===== config.mk =====
export PLATFORM = sky130hd
export DESIGN_NAME = scoreboard_ctrl
export DESIGN_NICKNAME = d
export VERILOG_FILES = /design/src/rtl/scoreboard_ctrl.sv
export SDC_FILE = /design/constraint.sdc
export NUM_CORES = 1
export LEC_CHECK = 0
export ABC_AREA = 1
export BUFFER_PORTS_ARGS = -buffer_cell sky130_fd_sc_hd__buf_4
export CORE_ASPECT_RATIO = 0.8
export CORE_UTILIZATION = 52
export DETAILED_ROUTE_END_ITERATION = 10
export PLACE_DENSITY_LB_ADDON = 0.12
export SETUP_SLACK_MARGIN = 0.05
export SYNTH_ARGS = -nofsm -noshare
export SYNTH_HDL_FRONTEND = slang
export SYNTH_SLANG_ARGS = --single-unit

===== constraint.sdc =====
create_clock -name clk -period 2.7 [get_ports clk]
set_input_delay 0.405 -clock clk [delete_from_list [all_inputs] [get_ports clk]]
set_output_delay 0.405 -clock clk [all_outputs]
set_load 0.01 [all_outputs]

===== src/rtl/scoreboard_ctrl.sv =====
`default_nettype none
// ============================================================================
//  Module      : scoreboard_ctrl
//  Description : In-order issue scoreboard between decode and execute.
//                Tracks per-register pending writes and the outstanding
//                write count, holds decode on RAW/WAW/capacity hazards,
//                releases entries on writeback or flush, and counts
//                decode stall cycles (saturating).
//                Optional feature macro: SCOREBOARD_WB_BYPASS_EN
//                (same-cycle writeback counts as already retired for the
//                hazard and capacity checks).
//  Revision    : 1.0 - initial release
// ============================================================================
module scoreboard_ctrl #(
    parameter int MAX_INFLIGHT = 4,
    parameter int CNT_W        = 32
) (
    input  logic             clk,
    input  logic             reset,
    input  logic             dec_valid,
    input  logic [4:0]       dec_ra1,
    input  logic [4:0]       dec_ra2,
    input  logic             dec_use1,
    input  logic             dec_use2,
    input  logic [4:0]       dec_dst,
    input  logic             dec_wr,
    output logic             issue_ready,
    input  logic             wb_valid,
    input  logic [4:0]       wb_addr,
    input  logic             flush,
    output logic [31:0]      pending,
    output logic [3:0]       inflight,
    output logic [CNT_W-1:0] stall_cnt,
    output logic             err
);

    localparam logic [3:0] c_max_inflight = 4'(MAX_INFLIGHT);

    logic [31:0]      r_pending;
    logic [3:0]       r_inflight;
    logic [CNT_W-1:0] r_stall_cnt;
    logic             r_err;

    logic             w_wb_hit;
    logic             w_wb_clr;
    logic             w_wb_err;
    logic [31:0]      w_wb_mask;
    logic [31:0]      w_pend_eff;
    logic [3:0]       w_inflight_eff;
    logic             w_dst_wr;
    logic             w_haz_src1;
    logic             w_haz_src2;
    logic             w_haz_dst;
    logic             w_haz_cap;
    logic             w_issue;
    logic             w_set;
    logic             w_stall;
    logic [31:0]      w_set_mask;
    logic [31:0]      w_clr_mask;

    // Writeback classification: x0 writebacks are ignored entirely
    assign w_wb_hit  = wb_valid & (wb_addr != 5'd0);
    assign w_wb_clr  = w_wb_hit &  r_pending[wb_addr];
    assign w_wb_err  = w_wb_hit & ~r_pending[wb_addr];
    assign w_wb_mask = w_wb_hit ? (32'd1 << wb_addr) : 32'd0;

`ifdef SCOREBOARD_WB_BYPASS_EN
    // A register retiring this cycle is written through the regfile, so it
    // no longer blocks decode and its slot is already free for capacity.
    assign w_pend_eff     = r_pending & ~w_wb_mask;
    assign w_inflight_eff = r_inflight - {3'b000, w_wb_clr};
`else
    // Hazards are judged on registered state only.
    assign w_pend_eff     = r_pending;
    assign w_inflight_eff = r_inflight;
`endif

    // Hazard detection; x0 never creates a dependency
    assign w_dst_wr   = dec_wr & (dec_dst != 5'd0);
    assign w_haz_src1 = dec_use1 & (dec_ra1 != 5'd0) & w_pend_eff[dec_ra1];
    assign w_haz_src2 = dec_use2 & (dec_ra2 != 5'd0) & w_pend_eff[dec_ra2];
    assign w_haz_dst  = w_dst_wr & w_pend_eff[dec_dst];
    assign w_haz_cap  = w_dst_wr & (w_inflight_eff == c_max_inflight);

    assign w_issue = dec_valid & ~flush
                   & ~(w_haz_src1 | w_haz_src2 | w_haz_dst | w_haz_cap);
    assign w_set   = w_issue & w_dst_wr;
    assign w_stall = dec_valid & ~w_issue & ~flush;

    // Clear is applied before set so a same-register retire/issue ends set
    assign w_set_mask = w_set    ? (32'd1 << dec_dst) : 32'd0;
    assign w_clr_mask = w_wb_clr ? w_wb_mask          : 32'd0;

    // Pending bits and outstanding-write count; flush squashes everything
    always_ff @(posedge clk) begin
        if (reset) begin
            r_pending  <= 32'd0;
            r_inflight <= 4'd0;
        end else if (flush) begin
            r_pending  <= 32'd0;
            r_inflight <= 4'd0;
        end else begin
            r_pending <= (r_pending & ~w_clr_mask) | w_set_mask;
            case ({w_set, w_wb_clr})
                2'b10:   r_inflight <= r_inflight + 4'd1;
                2'b01:   r_inflight <= r_inflight - 4'd1;
                default: r_inflight <= r_inflight;
            endcase
        end
    end

    // Saturating count of cycles where decode is held
    always_ff @(posedge clk) begin
        if (reset) begin
            r_stall_cnt <= '0;
        end else if (w_stall && (r_stall_cnt != {CNT_W{1'b1}})) begin
            r_stall_cnt <= r_stall_cnt + CNT_W'(1);
        end
    end

    // Sticky flag for a writeback to a register with no write in flight
    always_ff @(posedge clk) begin
        if (reset) begin
            r_err <= 1'b0;
        end else if (w_wb_err) begin
            r_err <= 1'b1;
        end
    end

    assign issue_ready = w_issue;
    assign pending     = r_pending;
    assign inflight    = r_inflight;
    assign stall_cnt   = r_stall_cnt;
    assign err         = r_err;

endmodule
`default_nettype wire


-- Word level (Yosys, flattened, before mapping)
Cells that the tools add are included.
Widths: inputs -> output; s select.
- flip-flop bits (word level): 69
- input port bits: 28
- output and inout bits: 70
- word-level logic and storage cells: 61
- add/subtract/negate cells: 3
- $lt $le $gt $ge: 4
- equal/unequal tests: 4
- shifts and indexed selects: 2
- mux-type cells: 12
- bitwise operators: 25
- reductions and logical operators: 7
- operator list (kind ; count):
    $mux 32 ; 3
    $shl 1x5->32 const A ; 2
    $add 32x1->32 const B ; 1
    $and 32x32->32 ; 1
    $ne 32x32->1 const B ; 1
    $not 32->32 ; 1
    $or 32x32->32 ; 1
    $lt 5x6->1 const B ; 4
    $bmux 1 s5 ; 4
    $reduce_bool 5->1 ; 4
    $and 1x1->1 ; 15
    $pmux 4 s2 ; 1
    $add 4x1->4 const B ; 1
    $eq 4x3->1 const B ; 1
    $mux 1 ; 4
    $not 1->1 ; 4
    $sub 4x1->4 const B ; 1
    $or 1x1->1 ; 3
    $eq 2x1->1 const B ; 1
    $eq 2x2->1 const B ; 1
    $reduce_bool 2->1 ; 1
    $reduce_or 2->1 ; 1
    $logic_and 1x1->1 ; 1

-- Logic depth before layout (Yosys ltp)
Gate-level depths: netlist of run 1.
- word-level depth: 12
- mapped depth: 22
- gate-level depth less buffers: 20

-- Least setup slack after synthesis of run 1
Ideal clock, no wire load.
- path type: input -> register
- start point: input dec_ra1[0]
- end point: register r_inflight[2] (netlist: inflight[2])
- setup time: 0.115 ns
- arrival: 2.556 ns
- required time: 2.585 ns
- path slack: 0.029 ns
- stages: 22
- path buffers: 3
- cells stage by stage: buf_2 -> buf_6 -> nand2_1 -> o21ai_1 -> a21oi_1 -> nand2_1 -> nor2_1 -> nand2_1 -> inv_1 -> nor2_1 -> nor2_4 -> nand4_2 -> buf_2 -> ha_1 -> nand2_1 -> inv_1 -> nor2_1 -> ha_1 -> a21oi_1 -> xor2_1 -> o21ai_0 -> inv_1
- longest elaborated chain between the ends: 11
- elaborated cells on any way between the ends: 15
- those cells by class: eq/ne (2); mux (3); bitwise (8); reduce/logical (2)
- ends and longest elaborated chain (what ; line ; text):
    start: declaration ; 21 ; input logic [4:0] dec_ra1,
    $bmux 1 s5 or $reduce_bool 5->1 (tied branches) ; 80 ; assign w_haz_src1 = dec_use1 & (dec_ra1 != 5'd0) & w_pend_eff[dec_ra1];
    $mux 1 (not written as such) or $and 1x1->1 (tied branches) ; 80 ;
    $and 1x1->1 * ; 80 ;
    $or 1x1->1 * (3 in a row) ; 86 ; & ~(w_haz_src1 | w_haz_src2 | w_haz_dst | w_haz_cap);
    $not 1->1 * ; 86 ;
    $and 1x1->1 * ; 86 ;
    $and 1x1->1 * ; 87 ; assign w_set = w_issue & w_dst_wr;
    $eq 2x1->1 or $eq 2x2->1 (tied branches) ; 104 ; case ({w_set, w_wb_clr})
    $pmux 4 s2 or $reduce_bool 2->1 (tied branches) ; n/a ;
    end signal: assignment ; 105 ; 2'b10: r_inflight <= r_inflight + 4'd1;
    end signal: assignment ; 106 ; 2'b01: r_inflight <= r_inflight - 4'd1;
    end signal: assignment ; 107 ; default: r_inflight <= r_inflight;
    end: declaration ; 40 ; logic [3:0] r_inflight;
Every way passes the cells marked *; elsewhere a longest branch is shown, timed or not. The select of a mux whose other input is x is not followed.
A chain may end at the register's enable or synchronous reset.

-- Worst setup path after layout of run 1
- start point: register r_pending[24] (netlist: pending[24])
- end point: register r_inflight[2] (netlist: inflight[2])
- longest elaborated chain between the ends: 11
- elaborated cells on any way between the ends: 22
- those cells by class: eq/ne (2); mux (9); bitwise (10); reduce/logical (1)
- ends and longest elaborated chain (what ; line ; text):
    start: declaration ; 39 ; logic [31:0] r_pending;
    start signal: assignment ; 103 ; r_pending <= (r_pending & ~w_clr_mask) | w_set_mask;
    $bmux 1 s5 (on tied branches) ; 80, 81 ;
    $mux 1 (on tied branches) ; 80, 81 ;
    $and 1x1->1 (on tied branches) ; 80, 81 ;
    $or 1x1->1 (3 in a row) ; 86 ;
    $not 1->1 ; 86 ;
    $and 1x1->1 ; 86 ;
    $and 1x1->1 ; 87 ;
    $eq 2x1->1 or $eq 2x2->1 (tied branches) ; 104 ;
    $pmux 4 s2 or $reduce_bool 2->1 (tied branches) ; n/a ;
Parallel ways exist; a longest one is shown, timed or not. The select of a mux whose other input is x is not followed.

==> results_dict.tcl, run 1 <==
set metrics [dict create \
    antenna_found_initial 0 \
    pre_cts_ws_ps -49.3 \
    ys_seq_elements 69 \
    htreeDepth 3 \
    yosys.area_share.simple_pct 51.0 \
    vdd_drop_max_uv 297 \
    synthMuxAreaShare_pct 0 \
    rsz0062_at_grt "false" \
    gp_congestion 1.04 \
    yosysMostFrequentCell "nand2_1" \
    hold_viol 0 \
    grt_pass1_wl_mm 33.6 \
    worst_setup_path_end_kind "register" \
    synthArstFlopShare_pct 0 \
    detail_route.vias_per_cell 5.83 \
    clockBufferDepth 2 \
    ioPinCount 98 \
    yosys.area_share.xor_xnor_pct 4.73 \
    dp_hpwl_mm 16.2 \
    synth_top_area_share_pct 24.0 \
    grt_pass1_vias 6060 \
    initial_core_util_pct 54.8 \
    p_per_area_nw_per_um2 379 \
    drt_pass1_iterations 6 \
    worstSkewPairLatency_ps 350 \
    coreArea_sq_um 10500 \
    syn_inst 991 \
    arrival_ps 2770 \
    die_h_um 96.0 \
    synth-compound-area-share_pct 7.23 \
    cp-startpoint "pending[24]$_SDFF_PP0_" \
    ys_warn_count 0 \
    synth.cell_area_sq_um 5740 \
    final_cell_area_sq_um 7160 \
    leakagePower_nw 2.99 \
    synth-adder-area-share_pct 0.871 \
    synth_common_cells "nand2_1, nor2_1, nand4_1" \
    clk_pin_slew_worst_paths_ps 60 \
    avgSynthCellArea_sq_um 5.80 \
    ant_nets 0 \
    crit_required_ps 2940 \
    min_period_ps 2530 \
    crit_chain "inv_1 -> nand2_1 -> nand3_1 -> nand3_1 -> nand3_1 -> nand2_1 -> nand2_2 -> nor2_4 -> nor2_4 -> nand4_4 -> ha_4 -> nand2_1 -> inv_1 -> nor2_2 -> ha_1 -> a21oi_2 -> xor2_1 -> o21ai_1 -> inv_1" \
    cpPeakStageDelay_ps 380 \
    critPathKind "register to register" \
    relSlewSlack_pct 47.8 \
    drc 0 \
    critPathTopFamily "simple AND/OR/NAND/NOR gates" \
    finalNetCount 1121 \
    synth_top_cell_by_area "dfxtp_1" \
    wl_mm 22.2 \
    grt-ovfl-total 0 \
    rows 33 \
    grt_use_total_pct 38.5 \
    path_max_fanout 4 \
    fp.dieW_um 120 \
    num_vias 7204 \
    fin_crit_sh_pct 93.8 \
    wl_per_cell_um 18.0 \
    cp-start-kind "register" \
    ys_seq_area_share_pct 24.0 \
    syn_to_final_growth_pct 24.7 \
    critPathSlowestCell "dfxtp_1" \
    yosysUniqueCellTypes 35 \
    fin_worst_skew_ps 12.8 \
    setup_ws_ps 167 \
    cts.root.buffer_cell "clkbuf_16" \
    cap_violations 0 \
    worst-path-buf-inv 3 \
    synth_nets 1023 \
    tritoncts "yes" \
    synthFlopType "dfxtp_1" \
    worst_slew_pin_slew_ps 783 \
    synth-edff-count 0 \
    slew_viol_final 0 \
    drtIter0Drc 979 \
    cts_made_buffers 9 \
    grt_max_degree 37 \
    reg2reg_from "pending[24]$_SDFF_PP0_" \
    synth_top_family_by_area "simple AND/OR/NAND/NOR gates" \
    min_path_type "primary input to register" \
    setup_viol 0 \
    outcome "finished, final reports clean" \
    hold_start "reset" \
    drive_gt1_share_pct 21.4 \
    netlist_top_cells_area "dfxtp_1, nand2_1, nor2_1, nand4_1, nand3_1" \
    placed_area_sq_um 6730 \
    max_freq_mhz 395 \
    dieArea_sq_um 11500 \
    port_buffers 97 \
    clock_sinks 69 \
    p_total_mw 2.72 \
]
## power by group
group / leakage, nW / switching [mW] / internal [mW]
Combinational: 2.28 / 0.295 / 0.158
Clock: 0.150 / 0.469 / 0.766
Sequential: 0.565 / 0.00667 / 1.02
Total: 2.99 / 0.771 / 1.95
## path summary, 6_finish.rpt
check / end / slack, ps / cells past startpoint
hold / removal: stall_cnt[8]$_SDFFE_PP0P_ / 450 / 2
setup / recovery: inflight[2]$_SDFFE_PP0P_ / 170 / 19
hold reg to reg: stall_cnt[31]$_SDFFE_PP0P_ / 500 / 2
setup reg to reg: inflight[2]$_SDFFE_PP0P_ / 170 / 19
## metal layers
layer  track usage (%)  up-vias  routed length, um
met5                 0        -                  0
met4              7.50        0                338
met3              13.9       40               3650
met2              49.8      488               8370
met1              58.7     3219               9870
li1                  -     3457                  -
## cells by family (layout without fill, tap and decap cells)
logic type | Yosys count | count (layout)
simple gates | 654 | 654
buf+inv | 157 | 260
compound gates | 76 | 76
flops | 69 | 69
xor+xnor | 31 | 31
fa+ha+maj | 4 | 4
other cells | 0 | 1
## state kept, by name, indices dropped and copies added, names as in the netlist
register and count:
pending 32, stall_cnt 32, inflight 4, err 1
## worst reg2reg max path: cells and delay by family, from the launching register on
family,cells,cell delay [ps]
compound gates,2,220
xor+xnor,1,180
buf+inv,3,280
simple gates,11,970
fa+ha+maj,2,380
flops,1,380
## layout by cell type, fill, tap and decap left out, types with 6 or more instances in the layout
| master | instances |
|---|---|
| o211ai_1 | 7 |
| nor3_1 | 13 |
| nor4_1 | 9 |
| nor2_2 | 7 |
| dfxtp_1 | 52 |
| o21ai_0 | 13 |
| nand4_1 | 95 |
| buf_4 | 147 |
| o21ai_1 | 6 |
| inv_1 | 65 |
| inv_2 | 23 |
| xor2_1 | 23 |
| xnor2_1 | 7 |
| nor2_1 | 211 |
| dfxtp_2 | 15 |
| clkbuf_16 | 9 |
| a21oi_1 | 42 |
| nand2_1 | 224 |
| nand3_1 | 80 |
## stage by stage
stage / TNS, ps / hold WS, ps / util, % / instances
after CTS: 0 / 457 / 67.1 / 1231
after global routing: 0 / 479 / 68.3 / 1234
after detailed placement: -49.3 / 490 / 64.1 / 1215
final: 0 / 450 / 68.3 / 1235
after floorplan: 0 / 495 / - / 991
after global placement: 0 / 471 / 64.1 / 1215
## cell type report
type                       count  area (sq um)
multi-input combinational    765          3730
fill                        1029          3330
sequential                    69          1410
timing repair buffer         152          1190
inverter                      92           350
clock buffer                  13           260
tap                          140           175
clock inverter                 3          43.8
antenna                        1          2.50
## repair_timing
item,CTS,global route
setup endpoints to repair,1,4
hold endpoints to repair,0,0
resized for setup,2,50
pin swaps,0,6
hold buffers,0,0
buffers inserted,0,3
Note: power is estimated with default switching activity, not from simulation.
==> inputs of run 2 (changes only) <==
- CORE_UTILIZATION: 52 -> 45
==> run 2 against run 1 <==
Effect of this change:
- via count is 2.2% lower
- wire length rose by 0.13%
- count of clock-buffer cells in the layout decreased by 1
- die area is 15% higher
- flip-flop and latch count stayed put
- final area down 0.10%
- clock power grew 6%
- power up 2.5%
- clock skew hardly changed
==> results_dict.tcl, run 2 (synthesis gave the netlist of run 1 again) <==
set metrics [dict create \
    final_cell_mix "nand2_1, nor2_1, buf_4" \
    diodes 0 \
    final_cell_area_sq_um 7150 \
    endpoint "issue_ready" \
    grt_use_total_pct 33.7 \
    cp-start-kind "register" \
    reg2reg_from "pending[2]$_SDFF_PP0_" \
    grt_pass1_vias 6037 \
    hold_ws_ps 475 \
    regArea_sq_um 1400 \
    crit_required_ps 2300 \
    worst_slew_pin_slew_ps 728 \
    drc 0 \
    dieArea_sq_um 13200 \
    port_buffers 97 \
    drive_gt1_share_pct 19.9 \
    min_path_type "register to register" \
    min_period_ps 2550 \
    die_h_um 103 \
    multi_input_area_sq_um 3690 \
    arrival_ps 2150 \
    tritoncts "yes" \
    rows 36 \
    worstSkewPairLatency_ps 340 \
    syn_to_final_growth_pct 24.5 \
    cp-startpoint "pending[2]$_SDFF_PP0_" \
    finalNetCount 1125 \
    setup_tns_ps 0 \
    regToRegEndpoint "inflight[3]$_SDFFE_PP0P_" \
    r2r_slack_ps 170 \
    htreeDepth 3 \
    p_total_mw 2.78 \
    wl_per_cell_um 17.5 \
    placed_area_sq_um 6790 \
    detail_route.vias_per_cell 5.56 \
    max_freq_mhz 392 \
    critPathKind "register to output port" \
    rr_worst_depth 18 \
    gp_congestion 0.993 \
    initial_core_util_pct 46.7 \
    relSlewSlack_pct 51.0 \
    cts_made_buffers 9 \
    path_max_fanout 12 \
    vdd_drop_max_uv 328 \
    grt_pass1_wl_mm 33.9 \
    slew_viol_final 0 \
    clk_pin_slew_worst_paths_ps 50 \
    fin_crit_sh_pct 94.6 \
    drtIter0Drc 800 \
    cts_hold_buf 0 \
    antenna_found_initial 0 \
    dp_hpwl_mm 16.8 \
    clock_sinks 69 \
    fp.dieW_um 128 \
    worst_setup_path_end_kind "output port" \
    grt_max_degree 35 \
    ant_nets 0 \
    ioPinCount 98 \
    grt-ovfl-total 0 \
    drt_pass1_iterations 6 \
    leakagePower_nw 3.00 \
    coreArea_sq_um 12300 \
    n_fill_cell 1275 \
    rsz0062_at_grt "true" \
    layout_commonest_cell "nand2_1" \
    clockBufferDepth 2 \
    wl_mm 22.3 \
    cts.root.buffer_cell "clkbuf_16" \
    cts_setup_buffers 0 \
    outcome "finished, final reports clean" \
    num_vias 7045 \
    p_per_area_nw_per_um2 389 \
    hold_viol 0 \
    fin_worst_skew_ps 12.4 \
    cap_violations 0 \
    setup_viol 0 \
    final_util_pct 58.2 \
]
==> run 2: changes by cell type in the layout (fill, tap and decap cells not counted), moves of 3 or more <==
cell and change:
inv_1 +10, buf_4 +8, inv_2 -8, dfxtp_1 +5
buf_12 -3, dfxtp_2 -3
==> run 2: critical path, stage by stage, from the launching register on <==
cell and delay (ps):
dfxtp_1 370, inv_2 140, o21ai_1 100, a21oi_1 140, nand2_1 60, nor2_1 90
nand2_1 50, inv_1 60, nor2_2 50, nor2_4 200, buf_4 160, nand2_4 130
nor3_2 140, buf_4 140
==> run 2: through the flow <==
step | setup WS [ps] | std cells
after floorplan | 54.1 | 991
after global placement | 27.1 | 1253
after detailed placement | -25.4 | 1253
after CTS | 84.2 | 1268
after global routing | 34.5 | 1268
final | 146 | 1268
==> run 2: final cells by class <==
class / instances / area share (%)
well taps: 171 / 2.99
clock inverters: 3 / 0.962
repair buffers: 156 / 16.5
clock buffers: 12 / 3.59
flip-flops and latches: 69 / 19.5
multi-input cells: 765 / 51.6
inverters: 92 / 4.83
==> run 2: power by group <==
part | switching, mW | internal, mW | leakage, nW
clock network | 0.459 | 0.857 | 0.159
registers | 0.00710 | 1.02 | 0.562
logic | 0.290 | 0.149 | 2.28
==> run 2: layer usage <==
layer / global-route usage, % / routed length [um] / vias to the layer above
li1: - / - / 3454
met2: 41.8 / 8010 / 401
met5: 0 / 0 / -
met1: 53.1 / 10900 / 3176
met4: 4.98 / 136 / 0
met3: 12.7 / 3250 / 14
==> run 2: worst min-delay path by stage <==
| stage | from | to | cells past startpoint | slack, ps |
|---|---|---|---|---|
| 6_report | err$_SDFFE_PP0P_ | err$_SDFFE_PP0P_ | 2 | 480 |
| 5_1_grt | err$_SDFFE_PP0P_ | err$_SDFFE_PP0P_ | 2 | 510 |
| 4_1_cts | reset | stall_cnt[8]$_SDFFE_PP0P_ | 2 | 480 |
| 3_5_place_dp | err$_SDFFE_PP0P_ | err$_SDFFE_PP0P_ | 2 | 470 |
| 3_3_place_gp | err$_SDFFE_PP0P_ | err$_SDFFE_PP0P_ | 2 | 460 |
| 2_1_floorplan | stall_cnt[31]$_SDFFE_PP0P_ | stall_cnt[31]$_SDFFE_PP0P_ | 2 | 490 |
==> run 2: timing repair <==
item	in CTS	in global routing
endpoints found under the setup margin	1	4
endpoints found under the hold margin	0	0
pin swaps	0	1
resized for setup	1	24
==> inputs of run 3 (changes only) <==
- BUFFER_PORTS_ARGS: -buffer_cell sky130_fd_sc_hd__buf_4 -> -buffer_cell sky130_fd_sc_hd__buf_2
- CAP_MARGIN: unset -> 0
- clock period: 2.7 -> 2.4 ns (I/O delays scaled with it)
==> run 3 against run 2 <==
Effect of this change:
- clock skew down 1.9 ps
- final area up 6.7%
- wire length up 5.4%
- global-route usage up 2.4 points
- non-clock buffer count up 69
- worst hold slack worse by 23 ps
- first-iteration DRC count up 5.4%
- register-to-register slack worse by 150 ps
- highest routed layer unchanged
==> results_dict.tcl, run 3 (synthesis gave the netlist of run 1 again) <==
set metrics [dict create \
    outcome "finished, final reports clean" \
    die_h_um 103 \
    multi_input_area_sq_um 3740 \
    dp_hpwl_mm 17.7 \
    combPwrFrac_pct 17.4 \
    pwr-share-clk_pct 46.5 \
    clock_sinks 69 \
    wl_mm 23.5 \
    vdd_drop_max_uv 408 \
    p_switching_mw 0.906 \
    hold_depth 5 \
    wl_met1_mm 11.5 \
    dieArea_sq_um 13200 \
    p_int_mw 2.29 \
    p_per_area_nw_per_um2 419 \
    arrival_ps 2620 \
    cts_made_buffers 9 \
    initial_core_util_pct 46.7 \
    grt-ovfl-total 0 \
    hold_start "dec_dst[3]" \
    worst_slew_pin_slew_ps 757 \
    ant_nets 0 \
    regArea_sq_um 1410 \
    holdPathEnd "pending[12]$_SDFF_PP0_" \
    cts.root.buffer_cell "clkbuf_16" \
    critPathKind "register to register" \
    p_total_mw 3.20 \
    worst_setup_path_end_kind "register" \
    rsz0062_at_grt "true" \
    relSlewSlack_pct 49.6 \
    grt_pass1_vias 6327 \
    htreeDepth 3 \
    swShare_pct 28.3 \
    diodes 0 \
    regToRegEndpoint "inflight[3]$_SDFFE_PP0P_" \
    cp-start-kind "register" \
    pwr-share-seq_pct 36.1 \
    setup_viol 0 \
    wl_met2_mm 8.71 \
    fp.dieW_um 128 \
    fin_crit_sh_pct 99.3 \
    drive_gt1_share_pct 27.4 \
    clk_pin_slew_worst_paths_ps 60 \
    hold_viol 0 \
    wl_per_cell_um 17.5 \
    worstSkewPairLatency_ps 350 \
    min_period_ps 2380 \
    drtIter0Drc 843 \
    drt_pass1_iterations 7 \
    slew_viol_final 0 \
    cts_hold_buf 0 \
    grt_pass1_wl_mm 35.9 \
    leakagePower_nw 3.37 \
    r2r_slack_ps 20 \
    path_max_fanout 3 \
    finalNetCount 1194 \
    ioPinCount 98 \
    detail_route.vias_per_cell 5.53 \
    crit_required_ps 2640 \
    antenna_found_initial 0 \
    fin_worst_skew_ps 10.5 \
    min_path_type "primary input to register" \
    rows 36 \
    port_buffers 97 \
    num_vias 7392 \
    hold_ws_ps 453 \
    n_fill_cell 1227 \
    layout_commonest_cell "nand2_1" \
    final_util_pct 62.1 \
    reg2reg_from "pending[29]$_SDFF_PP0_" \
    dr.max_layer_used "met4" \
    clockBufferDepth 2 \
    max_freq_mhz 420 \
    final_cell_mix "nand2_1, nor2_1, buf_4" \
    tritoncts "yes" \
    gp_congestion 1.02 \
    wl_met3_mm 3.10 \
    coreArea_sq_um 12300 \
    grt_use_total_pct 36.1 \
    cap_violations 0 \
    rr_worst_depth 17 \
    drc 0 \
    grt_max_degree 37 \
    syn_to_final_growth_pct 32.9 \
]
[run 3: stage by stage]
step,instance area (sq um),std cells,worst slack (ps),TNS (ps)
after floorplan,5790,991,-122,-260
after global placement,7110,1312,-257,-730
after detailed placement,7110,1312,-275,-798
after CTS,7510,1332,50.4,0
after global routing,7640,1337,-145,-419
final,7640,1337,17.5,0
[run 3: repair_timing]
item | CTS | global route
setup endpoints to repair | 3 | 9
pin swaps | 6 | 15
endpoints found under the hold margin | 0 | 0
gates resized for setup | 33 | 33
setup buffers | 5 | 5
[run 3: worst max path at each step]
stage,startpoint,to,slack (ps),cells past startpoint
2_1_floorplan,dec_ra1[0],inflight[2]$_SDFFE_PP0P_,-120,22
3_3_place_gp,dec_ra1[0],inflight[2]$_SDFFE_PP0P_,-260,21
6_report,pending[29]$_SDFF_PP0_,inflight[3]$_SDFFE_PP0P_,20,17
3_5_place_dp,dec_ra1[0],inflight[3]$_SDFFE_PP0P_,-280,20
5_1_grt,pending[16]$_SDFF_PP0_,inflight[3]$_SDFFE_PP0P_,-140,17
4_1_cts,pending[22]$_SDFF_PP0_,issue_ready,50,13
[run 3: layer usage]
| metal | up-vias | global-route usage [%] |
|---|---|---|
| li1 | 3585 | - |
| met1 | 3368 | 57.4 |
| met2 | 424 | 44.7 |
| met3 | 15 | 12.4 |
| met4 | 0 | 6.06 |
| met5 | - | 0 |
[run 3: worst max-delay path, stage by stage (launching register included)]
cell      delay, ps
dfxtp_1         330
inv_1           160
nand2_1          70
nand3_1          90
nand3_1          70
nand3_1          70
nand2_1          60
nand2_2          80
nor2_2           50
nor2_4          190
nand4_4         130
ha_4            210
xnor2_2         130
nor2_1          110
nand2_1          80
o211ai_1        220
a21oi_1         100
o21a_1          140
[run 3: final cells by class]
cell class / instances / share of cell area [%]
clock buffers: 10 / 3.13
clock inverters: 5 / 1.10
inverters: 92 / 4.56
multi-input cells: 765 / 49.0
flip-flops and latches: 69 / 18.5
well taps: 171 / 2.80
repair buffers: 225 / 20.9
[run 3: power groups by stage]
stage	clock network, mW	registers [mW]	logic, mW
2_1_floorplan	0	1.19	0.324
3_3_place_gp	0	1.18	0.532
3_5_place_dp	0	1.18	0.529
4_1_cts	1.49	1.16	0.537
5_1_grt	1.54	1.15	0.602
6_report	1.49	1.15	0.555
